==> src/rtl/div_pkg.sv <==
// Shared types and helpers for the iterative restoring divider.
package div_pkg;

   typedef enum logic [2:0] {
      IDLE,
      PREP,
      ITER,
      FIX,
      DONE
   } div_state_t;

   localparam int DIV_WIDTH   = 32;
   localparam int DIV_LATENCY = DIV_WIDTH + 2;

   // Widest operand the negate helper supports; callers zero-extend into it
   // and truncate the result back to their own width.
   localparam int NEG_W = 64;

   // Two's-complement negate when neg is set, pass-through otherwise.
   function automatic logic [NEG_W-1:0] cond_neg(input logic [NEG_W-1:0] val,
                                                  input logic             neg);
      return neg ? ({NEG_W{1'b0}} - val) : val;
   endfunction

endpackage

==> src/rtl/div_restore_step.sv <==
// One restoring-division step: shift {rem, quo} left by one and trial-subtract
// the divisor magnitude; keep the difference and set the quotient bit when the
// subtraction does not borrow.
module div_restore_step #(
   parameter int WIDTH = 32
) (
   input  logic [WIDTH-1:0] rem,
   input  logic [WIDTH-1:0] quo,
   input  logic [WIDTH-1:0] dvs,
   output logic [WIDTH-1:0] rem_next,
   output logic [WIDTH-1:0] quo_next
);

   // The shifted remainder can reach 2*dvs-1, so the trial subtract is one bit
   // wider than the operands; its top bit is the borrow.
   logic [WIDTH:0] shifted;
   logic [WIDTH:0] diff;

   // Trial subtract and restore selection.
   always_comb begin
      shifted = {rem, quo[WIDTH-1]};
      diff    = shifted - {1'b0, dvs};
      if (!diff[WIDTH]) begin
         rem_next = diff[WIDTH-1:0];
         quo_next = {quo[WIDTH-2:0], 1'b1};
      end else begin
         rem_next = shifted[WIDTH-1:0];
         quo_next = {quo[WIDTH-2:0], 1'b0};
      end
   end

endmodule

==> src/rtl/axis_iter_divider.sv <==
// Iterative restoring divider with AXI-Stream style operand and result channels.
// One operation takes WIDTH+3 cycles: PREP, WIDTH restoring steps, FIX, DONE.
module axis_iter_divider
   import div_pkg::*;
#(
   parameter bit SIGNED = 1'b1,
   parameter int WIDTH  = 32
) (
   input  logic               clk,
   input  logic               reset,
   input  logic               abort,
   input  logic               s_axis_divisor_tvalid,
   output logic               s_axis_divisor_tready,
   input  logic [WIDTH-1:0]   s_axis_divisor_tdata,
   input  logic               s_axis_dividend_tvalid,
   output logic               s_axis_dividend_tready,
   input  logic [WIDTH-1:0]   s_axis_dividend_tdata,
   output logic               m_axis_dout_tvalid,
   input  logic               m_axis_dout_tready,
   output logic [2*WIDTH-1:0] m_axis_dout_tdata
);

   localparam int CNT_W = $clog2(WIDTH);

   div_state_t       state;
   div_state_t       state_next;
   logic [CNT_W-1:0] count;
   logic [WIDTH-1:0] opa;        // latched dividend
   logic [WIDTH-1:0] opb;        // latched divisor
   logic [WIDTH-1:0] rem;
   logic [WIDTH-1:0] quo;
   logic [WIDTH-1:0] dvs;        // divisor magnitude
   logic             q_neg;
   logic             r_neg;
   logic [WIDTH-1:0] rem_step;
   logic [WIDTH-1:0] quo_step;
   logic [WIDTH-1:0] mag_a;
   logic [WIDTH-1:0] mag_b;
   logic [WIDTH-1:0] q_fix;
   logic [WIDTH-1:0] r_fix;
   logic             both_valid;
   logic             last_step;

   assign both_valid = s_axis_divisor_tvalid && s_axis_dividend_tvalid;
   assign last_step  = (count == CNT_W'(WIDTH - 1));

   // Both operand channels are accepted together, only while idle.
   assign s_axis_divisor_tready  = (state == IDLE);
   assign s_axis_dividend_tready = (state == IDLE);
   assign m_axis_dout_tvalid     = (state == DONE);

   // Operand magnitudes (signed mode) and final sign correction.
   assign mag_a = WIDTH'(cond_neg(NEG_W'(opa), SIGNED && opa[WIDTH-1]));
   assign mag_b = WIDTH'(cond_neg(NEG_W'(opb), SIGNED && opb[WIDTH-1]));
   assign q_fix = WIDTH'(cond_neg(NEG_W'(quo), q_neg));
   assign r_fix = WIDTH'(cond_neg(NEG_W'(rem), r_neg));

   div_restore_step #(
      .WIDTH (WIDTH)
   ) u_step (
      .rem      (rem),
      .quo      (quo),
      .dvs      (dvs),
      .rem_next (rem_step),
      .quo_next (quo_step)
   );

   // State register.
   always_ff @(posedge clk or posedge reset) begin
      if (reset) begin
         state <= IDLE;
      end else begin
         state <= state_next;
      end
   end

   // Next-state logic; abort wins over accept and over the result handshake.
   always_comb begin
      state_next = state;
      if (abort) begin
         state_next = IDLE;
      end else begin
         case (state)
            IDLE:    if (both_valid) state_next = PREP;
            PREP:    state_next = ITER;
            ITER:    if (last_step) state_next = FIX;
            FIX:     state_next = DONE;
            DONE:    if (m_axis_dout_tready) state_next = IDLE;
            default: state_next = IDLE;
         endcase
      end
   end

   // Datapath: latch operands, set up magnitudes and signs, iterate, publish.
   always_ff @(posedge clk or posedge reset) begin
      if (reset) begin
         count             <= '0;
         opa               <= '0;
         opb               <= '0;
         rem               <= '0;
         quo               <= '0;
         dvs               <= '0;
         q_neg             <= 1'b0;
         r_neg             <= 1'b0;
         m_axis_dout_tdata <= '0;
      end else if (!abort) begin
         case (state)
            IDLE: begin
               if (both_valid) begin
                  opa <= s_axis_dividend_tdata;
                  opb <= s_axis_divisor_tdata;
               end
            end
            PREP: begin
               quo   <= mag_a;
               dvs   <= mag_b;
               rem   <= '0;
               count <= '0;
               q_neg <= SIGNED && (opa[WIDTH-1] ^ opb[WIDTH-1]);
               r_neg <= SIGNED && opa[WIDTH-1];
            end
            ITER: begin
               rem   <= rem_step;
               quo   <= quo_step;
               count <= count + 1'b1;
            end
            FIX: begin
               m_axis_dout_tdata <= {q_fix, r_fix};
            end
            default: ;
         endcase
      end
   end

endmodule
==> config.mk <==
export PLATFORM = sky130hd
export DESIGN_NAME = axis_iter_divider
export DESIGN_NICKNAME = d
export VERILOG_FILES = /design/src/rtl/div_pkg.sv /design/src/rtl/div_restore_step.sv /design/src/rtl/axis_iter_divider.sv
export SDC_FILE = /design/constraint.sdc
export NUM_CORES = 1
export LEC_CHECK = 0
export BUFFER_PORTS_ARGS = -buffer_cell sky130_fd_sc_hd__buf_2
export CAP_MARGIN = 20
export CORE_MARGIN = 3
export CORE_UTILIZATION = 60
export CTS_CLUSTER_SIZE = 14
export DETAILED_ROUTE_END_ITERATION = 10
export PLACE_DENSITY = 0.81
export SYNTH_ARGS = -nofsm -noshare
export SYNTH_HDL_FRONTEND = slang
export SYNTH_SLANG_ARGS = --single-unit
==> constraint.sdc <==
create_clock -name clk -period 8.8 [get_ports clk]
set_input_delay 0.88 -clock clk [delete_from_list [all_inputs] [get_ports clk]]
set_output_delay 0.88 -clock clk [all_outputs]
set_load 0.02 [all_outputs]
==> results.tsv, run 1 <==
stage	metric	value	unit
outcome	run status	completed	
cts	Post-CTS Setup Inserts	0	
cts	post-CTS resize count	0	
yosys	Post-Synthesis Cell Area	0.01315	mm^2
yosys	Synth Net Count	1488	
drt	antenna-violating nets left	0	
sta	tightest hold margin	0.4683	ns
grt	global-route wire length before repair	50870	um
yosys	Distinct cells, synth	59	
sta	Slew Viols, Final	0	
cts	Clock Root Buffer	clkbuf_16	
cts	Clock Latency Late Sink	0.53	ns
yosys	top cell type's share of synthesized area	44.54	%
min_path	Hold EP	m_axis_dout_tdata[43]	
sta	Slew HR	27.11	%
min_path	worst min-delay path class	reg2reg	
cells_and_area	Non-Filler Instances	1774	
drt	Starting DRT DRC Count	670	
power	power density of the placed cells	377.1	mW/mm^2
yosys	most frequent cell after synthesis	dfrtp_1	
floorplan	die height	154.0	um
sta	Final Hold Violating Endpoints	0	
yosys	Most used DFF post-synth	dfrtp_1	
cells_and_area	Layout Nets	1591	
placement	Placement Cell Area	0.01400	mm^2
sta	Peak Freq	259.1	MHz
critical_path	Crit. End Element	register	
drt	vias post-DR	10430	
cells_and_area	Final Cell Area	0.01481	mm^2
floorplan	IO Count	137	
critical_path	Startpoint Class	register	
cts	clock tree buffer depth	3	
sta	worst-margin pin slew	1.093	ns
grt	All-Layer GR Usage	25.53	%
cts	cts hold-fix bufs	0	
yosys	synth warn	0	
yosys	synth top area cells	dfrtp_1 45%, o21ai_0 7.8%, xor2_1 7.5%	
drt	drt pass-1 iters	5	
critical_path	reg2reg start	quo[31]	
placement	Cells after DPL	1729	
cts	TritonCTS Sinks	234	
drt	vias per cell	5.880	
floorplan	core footprint	0.02129	mm^2
floorplan	FP Rows	53	
drt	drt drc	0	
drt	drt wl/cell	17.11	um
placement	dpl hpwl	21670	um
sta	skew final	0.007102	ns
sta	fin crit share	43.86	%
yosys	synthesized flop and latch total	234	
grt	pin count of the biggest net entering global routing	129	
cts	CTS H-tree lvls	1	
placement	GPL Wtd Cong	0.8675	
cells_and_area	register area	0.005856	mm^2
cells_and_area	area occupied by multi-input gates	0.006869	mm^2
critical_path	flop2flop setup slack	4.94	ns
min_path	min-delay src	m_axis_dout_tdata[43]	
floorplan	die width	154.0	um
critical_path	arrival time at the worst endpoint	4.29	ns
cts	CTS tree	done	
cells_and_area	Fill cells	1664	
placement	IO Port Bufs	136	
yosys	Post-synth top cells	234 x dfrtp_1, 205 x nand2_1, 205 x o21ai_0	
cts	number of CTS-inserted buffers	26	
grt	initial antenna violation count	1	
critical_path	worst flop-to-flop path endpoint	rem[25]	
cells_and_area	synth-to-layout area growth	12.66	%
job	max cap viols	0	
sta	RSZ-0062 raised after global routing	false	
sta	minimum clock period	3.860	ns
drt	final WL	30360	um
placement	Setup WS pre-CTS	4.965	ns
grt	GRT overflow	0	
sta	setup TNS	0	ns
power	Leak Pwr	6.912	nW
power	maximum VDD drop	0.0002607	V
yosys	sequential area share after synthesis	44.54	%
cells_and_area	layout cells sized above 1	17.49	%
cts	Clock transition at path regs	0.06	ns
floorplan	Starting Density	61.76	%
yosys	Cells after Synth	1379	
sta	post-route setup slack	4.940	ns
yosys	dominant cell type by area after synthesis	dfrtp_1	
grt	vias in the first global route	9995	
yosys	Async SR Flop Fraction	100.0	%
floorplan	die area	0.02372	mm^2
critical_path	Worst EP required	9.23	ns
cells_and_area	Final Core Density	69.58	%
min_path	worst hold stages	2	
critical_path	reg2reg path depth	12	
power	Final Power	5.586	mW
sta	endpoints failing setup	0	
yosys	EDFF count, synth	0	
critical_path	Max FO, Critical Path	37	
critical_path	CP Class	reg2reg	
yosys	Synth Area per Inst	9.533	um^2
==> cells in the final DEF (no fill, tap or decap), types with 31 or more instances in the layout <==
| master | n |
|---|---|
| dfrtp_1 | 234 |
| nand2_1 | 205 |
| o21ai_0 | 205 |
| buf_2 | 136 |
| xor2_1 | 112 |
| mux2_2 | 64 |
| inv_1 | 47 |
| a21oi_1 | 44 |
| ha_1 | 38 |
| nor2_1 | 36 |
| xnor2_1 | 35 |
| mux2i_1 | 33 |
| o31ai_1 | 31 |
==> report_power, final <==
| part | leakage [nW] | internal, mW | switching, mW |
|---|---|---|---|
| clock network | 0.389 | 0.615 | 0.419 |
| logic | 3.49 | 1.19 | 1.53 |
| registers | 3.03 | 1.38 | 0.451 |
| total | 6.91 | 3.18 | 2.40 |
==> final cells by class <==
cell class,count,area share [%]
diodes,1,0.01690
well taps,275,2.323
multi-input cells,1028,46.38
inverters,48,1.267
flip-flops and latches,234,39.54
clock buffers,41,5.111
repair buffers,144,5.001
clock inverters,3,0.3633
==> how the worst max path moves through the flow <==
stage                to  slack, ns  startpoint
2_1_floorplan  count[0]       1.50       reset
3_3_place_gp    rem[25]       5.10     quo[31]
3_5_place_dp    rem[25]       4.97     quo[31]
4_1_cts         rem[25]       4.92     quo[31]
5_1_grt         rem[30]       4.72     quo[31]
6_report        rem[25]       4.94     quo[31]
==> cells by family (layout without fill, tap and decap cells) <==
group | after synthesis | in the layout | share of synthesized area [%]
compound gates | 386 | 386 | 17.75
simple gates | 359 | 359 | 12.76
flops | 234 | 234 | 44.54
xor+xnor | 147 | 147 | 9.793
buf+inv | 117 | 236 | 3.388
mux | 97 | 97 | 7.995
fa+ha+maj | 39 | 39 | 3.769
other cells | 0 | 1 | 0
==> worst max-delay path: stages (launching register included) <==
cell      delay (ns)
dfrtp_1         0.40
inv_1           0.08
ha_1            0.23
fa_1            0.39
nand2b_1        0.20
a21oi_1         0.19
o21ai_1         0.17
o31a_1          0.30
a211o_1         0.30
and2_1          0.20
a311o_2         0.79
o2bb2a_1        0.42
o21ai_0         0.08
==> state kept, by name (all words and copies together), names as in the netlist <==
| name | cells |
|---|---|
| dvs | 32 |
| m_axis_dout_tdata | 64 |
| count | 5 |
| r_neg | 1 |
| q_neg | 1 |
| rem | 32 |
| opb | 32 |
| state | 3 |
| opa | 32 |
| quo | 32 |
==> routing by layer <==
layer | track usage (%) | part of all wire [%] | vias to the layer above
li1 | - | - | 5090
met1 | 40.30 | 49 | 4981
met2 | 37.79 | 43 | 325
met3 | 3.603 | 6.7 | 36
met4 | 5.214 | 1.8 | 0
met5 | 0 | 0 | -
Note: power is estimated with default switching activity, not from simulation.
==> run 2: changes to the inputs <==
==> constraint.sdc (replaced) <==
create_clock -name clk -period 3.93 [get_ports clk]
set_input_delay 0.393 -clock clk [delete_from_list [all_inputs] [get_ports clk]]
set_output_delay 0.393 -clock clk [all_outputs]
set_load 0.02 [all_outputs]
==> run 2 against run 1 <==
Hold slack worse by 0.41 ns. Cell count increased by 0.56%. Fmax is 5.2% higher. Highest routed layer is now met5.
==> results.tsv, run 2 (synthesis gave the netlist of run 1 again) <==
stage	metric	value	unit	change
sta	worst-margin pin slew	1.064	ns	-0.02921 ns
floorplan	Starting Density	61.76	%	unchanged
power	internal power	7.234	mW	+130%
sta	minimum clock period	3.671	ns	-0.1891 ns
drt	drt wl/cell	17.10	um	about the same
job	max cap viols	0		unchanged
sta	RSZ-0062 raised after global routing	false		
cts	CTS tree	done		
sta	tightest hold margin	0.05927	ns	-0.4090 ns
critical_path	CP Class	reg2reg		
power	Sw Ratio	42.74	%	-0.25 points
power	Comb power frac	49.8	%	+1.0 points
floorplan	die width	154.0	um	unchanged
cells_and_area	Inserted Diodes	0		-1
cts	clock tree buffer depth	3		unchanged
cells_and_area	Top reg by flops	m_axis_dout_tdata		
cts	TritonCTS Sinks	234		unchanged
grt	pin count of the biggest net entering global routing	147		+14%
floorplan	core footprint	0.02129	mm^2	unchanged
grt	vias in the first global route	9841		-1.5%
outcome	run status	completed		
drt	vias post-DR	10420		-0.12%
cts	Clock Root Buffer	clkbuf_16		
floorplan	IO Count	137		unchanged
sta	Slew Viols, Final	0		unchanged
power	power density of the placed cells	845.9	mW/mm^2	+120%
power	Leak Pwr	6.989	nW	+1.1%
sta	Slew HR	29.06	%	+1.9 points
placement	IO Port Bufs	136		unchanged
sta	endpoints failing setup	0		unchanged
floorplan	die area	0.02372	mm^2	unchanged
drt	drt pass-1 iters	5		unchanged
drt	final WL	30510	um	+0.51%
power	sequential share of power	32.0	%	-0.7 points
cts	CTS H-tree lvls	1		unchanged
cells_and_area	most common cell after layout, fill and taps aside	dfrtp_1		
sta	fin crit share	93.40	%	+50 points
grt	GRT overflow	0		unchanged
cts	Clock transition at path regs	0.06	ns	about the same
placement	GPL Wtd Cong	0.9375		+8.1%
power	NetSw	5.400	mW	+120%
sta	Peak Freq	272.4	MHz	+5.2%
min_path	worst min-delay path class	in2async		
drt	drt drc	0		unchanged
power	Final Power	12.63	mW	+130%
sta	skew final	0.008348	ns	+0.001245 ns
cells_and_area	Non-Filler Instances	1784		+0.56%
cells_and_area	layout cells sized above 1	18.29	%	+0.80 points
placement	Cells after DPL	1739		+0.58%
power	maximum VDD drop	0.0005232	V	+100%
cells_and_area	max FFs per register	64		unchanged
critical_path	Worst EP required	4.36	ns	-4.87 ns
cells_and_area	register area	0.005856	mm^2	unchanged
grt	global-route wire length before repair	51090	um	+0.45%
grt	initial antenna violation count	2		+1
cts	Post-CTS Setup Inserts	0		unchanged
cts	post-CTS resize count	0		unchanged
cells_and_area	commonest cells after routing, fill and taps aside	234 x dfrtp_1, 205 x nand2_1, 205 x o21ai_0, 136 x buf_2, 112 x xor2_1		
sta	setup TNS	0	ns	unchanged
floorplan	die height	154.0	um	unchanged
floorplan	FP Rows	53		unchanged
cells_and_area	Fill cells	1659		-0.30%
critical_path	Startpoint Class	register		
critical_path	Crit. End Element	register		
critical_path	arrival time at the worst endpoint	4.10	ns	-0.19 ns
power	clock share of power	18.2	%	-0.3 points
drt	antenna-violating nets left	0		unchanged
sta	Final Hold Violating Endpoints	0		unchanged
cts	number of CTS-inserted buffers	25		-3.8%
cts	cts hold-fix bufs	0		unchanged
cells_and_area	Layout Nets	1601		+0.63%
grt	All-Layer GR Usage	25.84	%	+0.31 points
cts	Clock Latency Late Sink	0.52	ns	about the same
placement	dpl hpwl	22280	um	+2.8%
drt	Starting DRT DRC Count	735		+9.7%
drt	vias per cell	5.840		-0.68%
cells_and_area	area occupied by multi-input gates	0.006869	mm^2	unchanged
cells_and_area	synth-to-layout area growth	13.62	%	
critical_path	Max FO, Critical Path	17		-54%
-- run 2: cell types whose count changed in the layout (fill, tap and decap cells not counted), sizes merged --
cell	before	now
clkinvlp	1	2
buf	144	155
bufinv	1	2
diode	1	0
clkbuf	41	36
clkinv	1	4
-- run 2: worst paths after layout --
path	startpoint	endpoint	slack, ns	depth (start not counted)
worst max-delay path	quo[31]	rem[18]	0.26	13
worst min-delay path	reset	m_axis_dout_tdata[39]	0.06	3
worst max register to register	quo[31]	rem[18]	0.26	13
worst min register to register	m_axis_dout_tdata[14]	m_axis_dout_tdata[14]	0.47	2
max in group asynchronous	reset	opb[0]	3.19	3
min in group clk	s_axis_divisor_tdata[17]	opb[17]	0.10	2
-- run 2: metal layers --
metal / wire length [um] / global-route usage (%) / up-vias
met2: 12770 / 37.21 / 333
met4: 550 / 4.920 / 4
met5: 18 / 0 / -
met3: 2194 / 4.700 / 52
met1: 14980 / 41.20 / 4910
li1: - / - / 5120
-- run 2: final cells by class --
class	count	share of cell area (%)
clock buffer	36	4.733
sequential	234	39.20
clock inverter	8	0.6450
tap	275	2.304
timing repair buffer	155	5.897
multi-input combinational	1028	45.99
inverter	48	1.231
-- run 2: critical path: stages (launching register included) --
cell,delay (ns)
dfrtp_1,0.37
inv_1,0.07
ha_1,0.22
fa_1,0.38
nand2b_1,0.20
a21oi_1,0.25
o21ai_1,0.18
o31a_1,0.30
a211o_1,0.29
and2_1,0.19
a311o_2,0.55
buf_12,0.24
mux2i_1,0.12
o21ai_0,0.19
-- run 2: power by group through the flow --
stage	Combinational [mW]	Sequential, mW	Clock, mW
floorplan	4.78	3.82	0
global placement	6.00	3.99	0
detailed placement	6.16	4.06	0
CTS	6.22	4.02	2.33
global route	7.01	4.15	2.44
finish	6.29	4.04	2.30
-- run 2: stage by stage --
stage | util, % | area (um^2) | setup slack [ns]
after floorplan | - | 13150 | 0.4731
after global placement | 66.27 | 14110 | 0.3977
after detailed placement | 66.27 | 14110 | 0.2566
after CTS | 70.04 | 14910 | 0.2331
after global routing | 70.17 | 14940 | 0.006683
final | 70.17 | 14940 | 0.2595
